## config.mk

```make
export PLATFORM = sky130hd
export DESIGN_NAME = alu_seq_sliced
export DESIGN_NICKNAME = d
export VERILOG_FILES = /design/src/rtl/alu_seq_sliced_pkg.sv /design/src/rtl/alu_seq_sliced_slice.sv /design/src/rtl/alu_seq_sliced.sv
export SDC_FILE = /design/constraint.sdc
export NUM_CORES = 1
export LEC_CHECK = 0
export ABC_AREA = 1
export BUFFER_PORTS_ARGS = -buffer_cell sky130_fd_sc_hd__buf_4
export CAP_MARGIN = 25
export CORE_ASPECT_RATIO = 0.75
export CORE_MARGIN = 5
export CORE_UTILIZATION = 62
export CTS_CLUSTER_DIAMETER = 200
export DETAILED_ROUTE_END_ITERATION = 16
export PLACE_DENSITY = 0.86
export RECOVER_POWER = 100
export SETUP_SLACK_MARGIN = 0.02
export SLEW_MARGIN = 25
export SYNTH_ARGS = -nofsm -noshare
export SYNTH_HDL_FRONTEND = slang
export SYNTH_SLANG_ARGS = --single-unit
```

## constraint.sdc

```tcl
create_clock -name clk -period 8.2 [get_ports clk]
set_clock_uncertainty 0.05 [all_clocks]
set_input_delay 0.82 -clock clk [delete_from_list [all_inputs] [get_ports clk]]
set_output_delay 0.82 -clock clk [all_outputs]
set_load 0.01 [all_outputs]
```

## src/rtl/alu_seq_sliced_pkg.sv

```systemverilog
// rtl/alu_seq_sliced_pkg.sv - command/state encodings and helpers for the slice-serial ALU
package alu_seq_sliced_pkg;

    typedef enum logic [2:0] {
        ALU_ADD  = 3'd0,
        ALU_SUB  = 3'd1,
        ALU_XOR  = 3'd2,
        ALU_SLT  = 3'd3,
        ALU_AND  = 3'd4,
        ALU_NAND = 3'd5,
        ALU_NOR  = 3'd6,
        ALU_OR   = 3'd7
    } alu_cmd_e;

    typedef enum logic [1:0] {
        S_IDLE = 2'd0,
        S_BUSY = 2'd1,
        S_DONE = 2'd2
    } state_e;

    // Commands that go through the adder and report carry/overflow.
    function automatic logic is_arith(alu_cmd_e cmd);
        return (cmd == ALU_ADD) || (cmd == ALU_SUB) || (cmd == ALU_SLT);
    endfunction

    // Commands that subtract: B is inverted and carry-in starts at 1.
    function automatic logic inverts_b(alu_cmd_e cmd);
        return (cmd == ALU_SUB) || (cmd == ALU_SLT);
    endfunction

endpackage

```

## src/rtl/alu_seq_sliced_slice.sv

```systemverilog
// rtl/alu_seq_sliced_slice.sv - combinational SLICE_W-bit ALU slice with ripple carry in/out
module alu_seq_sliced_slice
    import alu_seq_sliced_pkg::*;
#(
    parameter int SLICE_W = 8
) (
    input  logic [SLICE_W-1:0] a,
    input  logic [SLICE_W-1:0] b_eff,
    input  logic               cin,
    input  alu_cmd_e           cmd,
    output logic [SLICE_W-1:0] res,
    output logic               cout,
    output logic               msb_sum
);

    logic [SLICE_W:0] sum;

    always_comb begin
        sum     = (SLICE_W+1)'(a) + (SLICE_W+1)'(b_eff) + (SLICE_W+1)'(cin);
        msb_sum = sum[SLICE_W-1];
        res     = sum[SLICE_W-1:0];
        cout    = 1'b0;
        case (cmd)
            ALU_ADD, ALU_SUB, ALU_SLT: begin
                res  = sum[SLICE_W-1:0];
                cout = sum[SLICE_W];
            end
            ALU_XOR:  res = a ^ b_eff;
            ALU_AND:  res = a & b_eff;
            ALU_NAND: res = ~(a & b_eff);
            ALU_NOR:  res = ~(a | b_eff);
            ALU_OR:   res = a | b_eff;
            default:  res = sum[SLICE_W-1:0];
        endcase
    end

endmodule

```

## src/rtl/alu_seq_sliced.sv

```systemverilog
// rtl/alu_seq_sliced.sv - multi-cycle ALU processing SLICE_W bits per clock, LSB slice first
module alu_seq_sliced
    import alu_seq_sliced_pkg::*;
#(
    parameter int WIDTH   = 32,
    parameter int SLICE_W = 8
) (
    input  logic             clk,
    input  logic             rst_n,
    input  logic             in_valid,
    output logic             in_ready,
    input  logic [WIDTH-1:0] operandA,
    input  logic [WIDTH-1:0] operandB,
    input  logic [2:0]       command,
    output logic             out_valid,
    input  logic             out_ready,
    output logic [WIDTH-1:0] result,
    output logic             carryout,
    output logic             zero,
    output logic             overflow
);

    localparam int NSLICE = WIDTH / SLICE_W;
    localparam int IDX_W  = (NSLICE > 1) ? $clog2(NSLICE) : 1;
    localparam int OFF_W  = $clog2(WIDTH);
    localparam logic [IDX_W-1:0] LAST_IDX = IDX_W'(NSLICE - 1);

    if (WIDTH < 2 || (WIDTH % SLICE_W) != 0) begin : g_param_check
        $error("alu_seq_sliced: WIDTH must be >= 2 and a multiple of SLICE_W");
    end

    state_e             state;
    alu_cmd_e           cmd_reg;
    logic [WIDTH-1:0]   a_reg;
    logic [WIDTH-1:0]   b_reg;
    logic [WIDTH-1:0]   acc;
    logic               carry;
    logic [IDX_W-1:0]   idx;

    logic [OFF_W-1:0]   off;
    logic [SLICE_W-1:0] a_sl;
    logic [SLICE_W-1:0] b_sl;
    logic [SLICE_W-1:0] s_res;
    logic               s_cout;
    logic               s_msb;
    logic [WIDTH-1:0]   acc_next;
    logic [WIDTH-1:0]   final_res;
    logic               ovf_arith;
    alu_cmd_e           cmd_in;

    assign cmd_in   = alu_cmd_e'(command);
    assign in_ready = (state == S_IDLE) && rst_n;

    alu_seq_sliced_slice #(
        .SLICE_W (SLICE_W)
    ) u_slice (
        .a       (a_sl),
        .b_eff   (b_sl),
        .cin     (carry),
        .cmd     (cmd_reg),
        .res     (s_res),
        .cout    (s_cout),
        .msb_sum (s_msb)
    );

    // Partial results build up in acc; result only updates on DONE entry.
    always_comb begin
        off      = OFF_W'(idx * SLICE_W);
        a_sl     = a_reg[off +: SLICE_W];
        b_sl     = b_reg[off +: SLICE_W];
        acc_next = acc;
        acc_next[off +: SLICE_W] = s_res;
        ovf_arith = (a_reg[WIDTH-1] == b_reg[WIDTH-1]) && (s_msb != a_reg[WIDTH-1]);
        final_res = acc_next;
        if (cmd_reg == ALU_SLT) begin
            final_res    = '0;
            final_res[0] = s_msb ^ ovf_arith;
        end
    end

    always_ff @(posedge clk) begin
        if (!rst_n) begin
            state     <= S_IDLE;
            cmd_reg   <= ALU_ADD;
            a_reg     <= '0;
            b_reg     <= '0;
            acc       <= '0;
            carry     <= 1'b0;
            idx       <= '0;
            out_valid <= 1'b0;
            result    <= '0;
            carryout  <= 1'b0;
            zero      <= 1'b0;
            overflow  <= 1'b0;
        end else begin
            case (state)
                S_IDLE: begin
                    if (in_valid) begin
                        a_reg   <= operandA;
                        b_reg   <= inverts_b(cmd_in) ? ~operandB : operandB;
                        cmd_reg <= cmd_in;
                        carry   <= inverts_b(cmd_in);
                        acc     <= '0;
                        idx     <= '0;
                        state   <= S_BUSY;
                    end
                end
                S_BUSY: begin
                    acc   <= acc_next;
                    carry <= s_cout;
                    idx   <= idx + 1'b1;
                    if (idx == LAST_IDX) begin
                        state     <= S_DONE;
                        out_valid <= 1'b1;
                        result    <= final_res;
                        carryout  <= is_arith(cmd_reg) ? s_cout : 1'b0;
                        overflow  <= is_arith(cmd_reg) ? ovf_arith : 1'b0;
                        zero      <= (final_res == '0);
                    end
                end
                S_DONE: begin
                    if (out_ready) begin
                        state     <= S_IDLE;
                        out_valid <= 1'b0;
                    end
                end
                default: begin
                    state     <= S_IDLE;
                    out_valid <= 1'b0;
                end
            endcase
        end
    end

endmodule

```

==> impl_metrics.tcl <==
set metrics [dict create \
    worst_slew_pin_slew_ns 3.35 \
    synth_seq_cells 140 \
    synthCells 1066 \
    yosysWarnings 0 \
    r2r-end "zero" \
    seq_power_share_pct 40.6 \
    setup_ws_ns 2.13 \
    violations "capacitance limit, slew limit" \
    crit_end "zero" \
    switchingPower_mw 0.596 \
    htreeDepth 4 \
    critPathSlowestCell "dfxtp_1" \
    post-route-min-period_ns 6.07 \
    final_cell_mix "nand2_1, dfxtp_1, o21ai_0" \
    clock_path_buffers 2 \
    io_pins 108 \
    cts_setup_buffers 0 \
    synth_area_um2 7260 \
    r2r_start "idx[0]" \
    ir_worst_vdd_v 0.000168 \
    diodes 0 \
    mostFrequentLayoutCell "nand2_1" \
    clk_latency_ns 0.42 \
    criticalPathCategory "reg2reg" \
    slew_headroom_pct -123 \
    status "finished with violations" \
    dp.cells 1281 \
    die_w_um 135 \
    period_share_pct 74.0 \
    path_delay_family "flip-flops" \
    cp-end-kind "register" \
    synth_cell_types 33 \
    cts_tree "built" \
    slew_viol_final 161 \
    first_pass_iters 5 \
    drt_iter0_markers 754 \
    cellInternalPower_mw 1.24 \
    drive_gt1_share_pct 10.7 \
    pre_cts_ws_ns 3.37 \
    avgViaCountPerCell 5.61 \
    p_leak_nw 3.60 \
    place_hpwl_mm 14.3 \
    setup_violations 0 \
    drc 0 \
    gp_congestion 0.958 \
    syn-num-nets 1161 \
    cp.arrival_ns 6.30 \
    routed_wl_mm 20.9 \
    io_buffers 107 \
    die-area_um2 14000 \
    gr-usage-all-layers_pct 29.6 \
    hold_buffers 0 \
    grt_max_degree 103 \
    rows 34 \
    cp.required_ns 8.44 \
    ctsResizeCount 0 \
    p_comb_share_pct 20.0 \
    r2r_slack_ns 2.13 \
    rsz0062_at_grt "false" \
    clock_sinks 140 \
    setup.worst_path.start "idx[0]" \
    p_per_area_nw_per_um2 216 \
    synth-seq-area-share_pct 38.6 \
    cp_max_fo 57 \
    critPathBufInv 2 \
    clk_pin_slew_ns 0.06 \
    nNetsFinal 1233 \
    core-area_um2 11500 \
    antenna_found_initial 0 \
    cts-root-buf "clkbuf_16" \
    p_clk_share_pct 39.5 \
    numCtsBuffers 17 \
    fmax_ghz 0.165 \
    grt_pass1_vias 6799 \
    hold_class "reg2reg" \
    max_stage_delay_ns 1.70 \
    finalHoldViolCount 0 \
    fin_cells 1312 \
    antenna_left 0 \
    die_h_um 104 \
    critPathMostFrequentCell "nand2_1" \
    start_util_pct 63.0 \
    r2r_cells 16 \
    vias 7362 \
    cap_violations 2 \
    swShare_pct 32.4 \
    start_kind "register" \
    grt-ovfl-total 0 \
    avgSynthCellArea_um2 6.81 \
    wl_per_cell_um 15.9 \
    area_growth_pct 17.2 \
    grt_pass1_wl_mm 33.9 \
    path_cells "clkinv_1, nand2_1, a32oi_1, fa_1, inv_1, fa_1, nand2_1, nand4_1, o21ai_0, nand2_1, nand2_1, nor2_1, nand2_1, nor2_1, nand3_1, a21oi_1" \
    cp.depth 16 \
    tns_ns 0 \
]
-- cells in the mapped netlist --
cell      number  share of area [%]
a31oi_1        1              0.086
inv_1         74                3.8
xnor2_1       32                3.9
nand3b_1       3               0.31
nand2_2        1              0.086
o21bai_1       1               0.10
a21oi_1      125                8.6
or2_1          1              0.086
o21ai_0      125                8.6
nor4_4         1               0.29
nand2_1      275                 14
a21oi_2        1               0.12
nor3_2         1               0.14
nor2_1       109                5.6
nand2_4        1               0.16
clkbuf_1      51                2.6
fa_1           2               0.55
nand3_2        4               0.55
a32oi_1       16                1.9
buf_1          3               0.16
dfxtp_1      140                 39
buf_4          2               0.21
inv_2          3               0.16
clkinv_2       1              0.069
o211ai_1       1               0.10
nand4_1       17                1.5
or2_0          1              0.086
clkinv_1       3               0.16
nand3_1       38                2.6
ha_1          22                3.8
buf_2          6               0.41
o21ai_1        4               0.28
o21a_1         1               0.10
-- worst min-delay path, cell delays in order, from the launching register on --
cell and delay [ns]:
dfxtp_1 0.31, nand2_1 0.06, a21oi_1 0.05
-- logic make-up (layout without fill, tap and decap cells) --
logic type	after synthesis	after routing	share of synthesized area (%)
buffers and inverters	143	227	7.62
AOI/OAI and AO/OA	275	275	20.0
DFF	140	140	38.6
and+or+nand+nor	452	452	25.6
xor gates and xnor gates	32	32	3.86
adders and majority gates	24	24	4.34
-- worst min-delay path by stage --
stage | from | end | cells after the start
after floorplan | acc[0] | acc[0] | 2
after global placement | acc[31] | acc[31] | 2
after detailed placement | acc[13] | acc[13] | 2
after CTS | acc[13] | acc[13] | 2
after global routing | acc[20] | acc[20] | 2
final | acc[9] | acc[9] | 2
-- power groups by stage --
stage | combinational [mW] | clock (mW) | sequential [mW]
finish | 0.367 | 0.725 | 0.745
global route | 0.411 | 0.757 | 0.748
CTS | 0.361 | 0.727 | 0.744
detailed placement | 0.357 | 0 | 0.758
global placement | 0.353 | 0 | 0.757
floorplan | 0.262 | 0 | 0.742
-- metrics by stage --
step	hold WS [ns]	power (mW)	util, %	area, µm²
6_report	0.414	1.84	73.8	8510
5_1_grt	0.432	1.92	73.8	8510
4_1_cts	0.417	1.83	75.1	8660
3_5_place_dp	0.407	1.11	70.4	8110
3_3_place_gp	0.403	1.11	70.2	8090
2_1_floorplan	0.395	1.00	-	7260
-- layer usage --
metal | GRT usage (%) | wire, µm
met2 | 44.3 | 9130
met4 | 5.83 | 283
met5 | 0 | 0
met3 | 8.43 | 1960
met1 | 42.9 | 9510
-- layout make-up --
cell class,instances,area (µm²)
multi-input combinational,783,3920
clock buffer,17,425
inverter,81,305
fill,991,3020
timing repair buffer,115,733
clock inverter,14,126
tap,162,203
sequential,140,2800
Note: power is estimated with default switching activity, not from simulation.
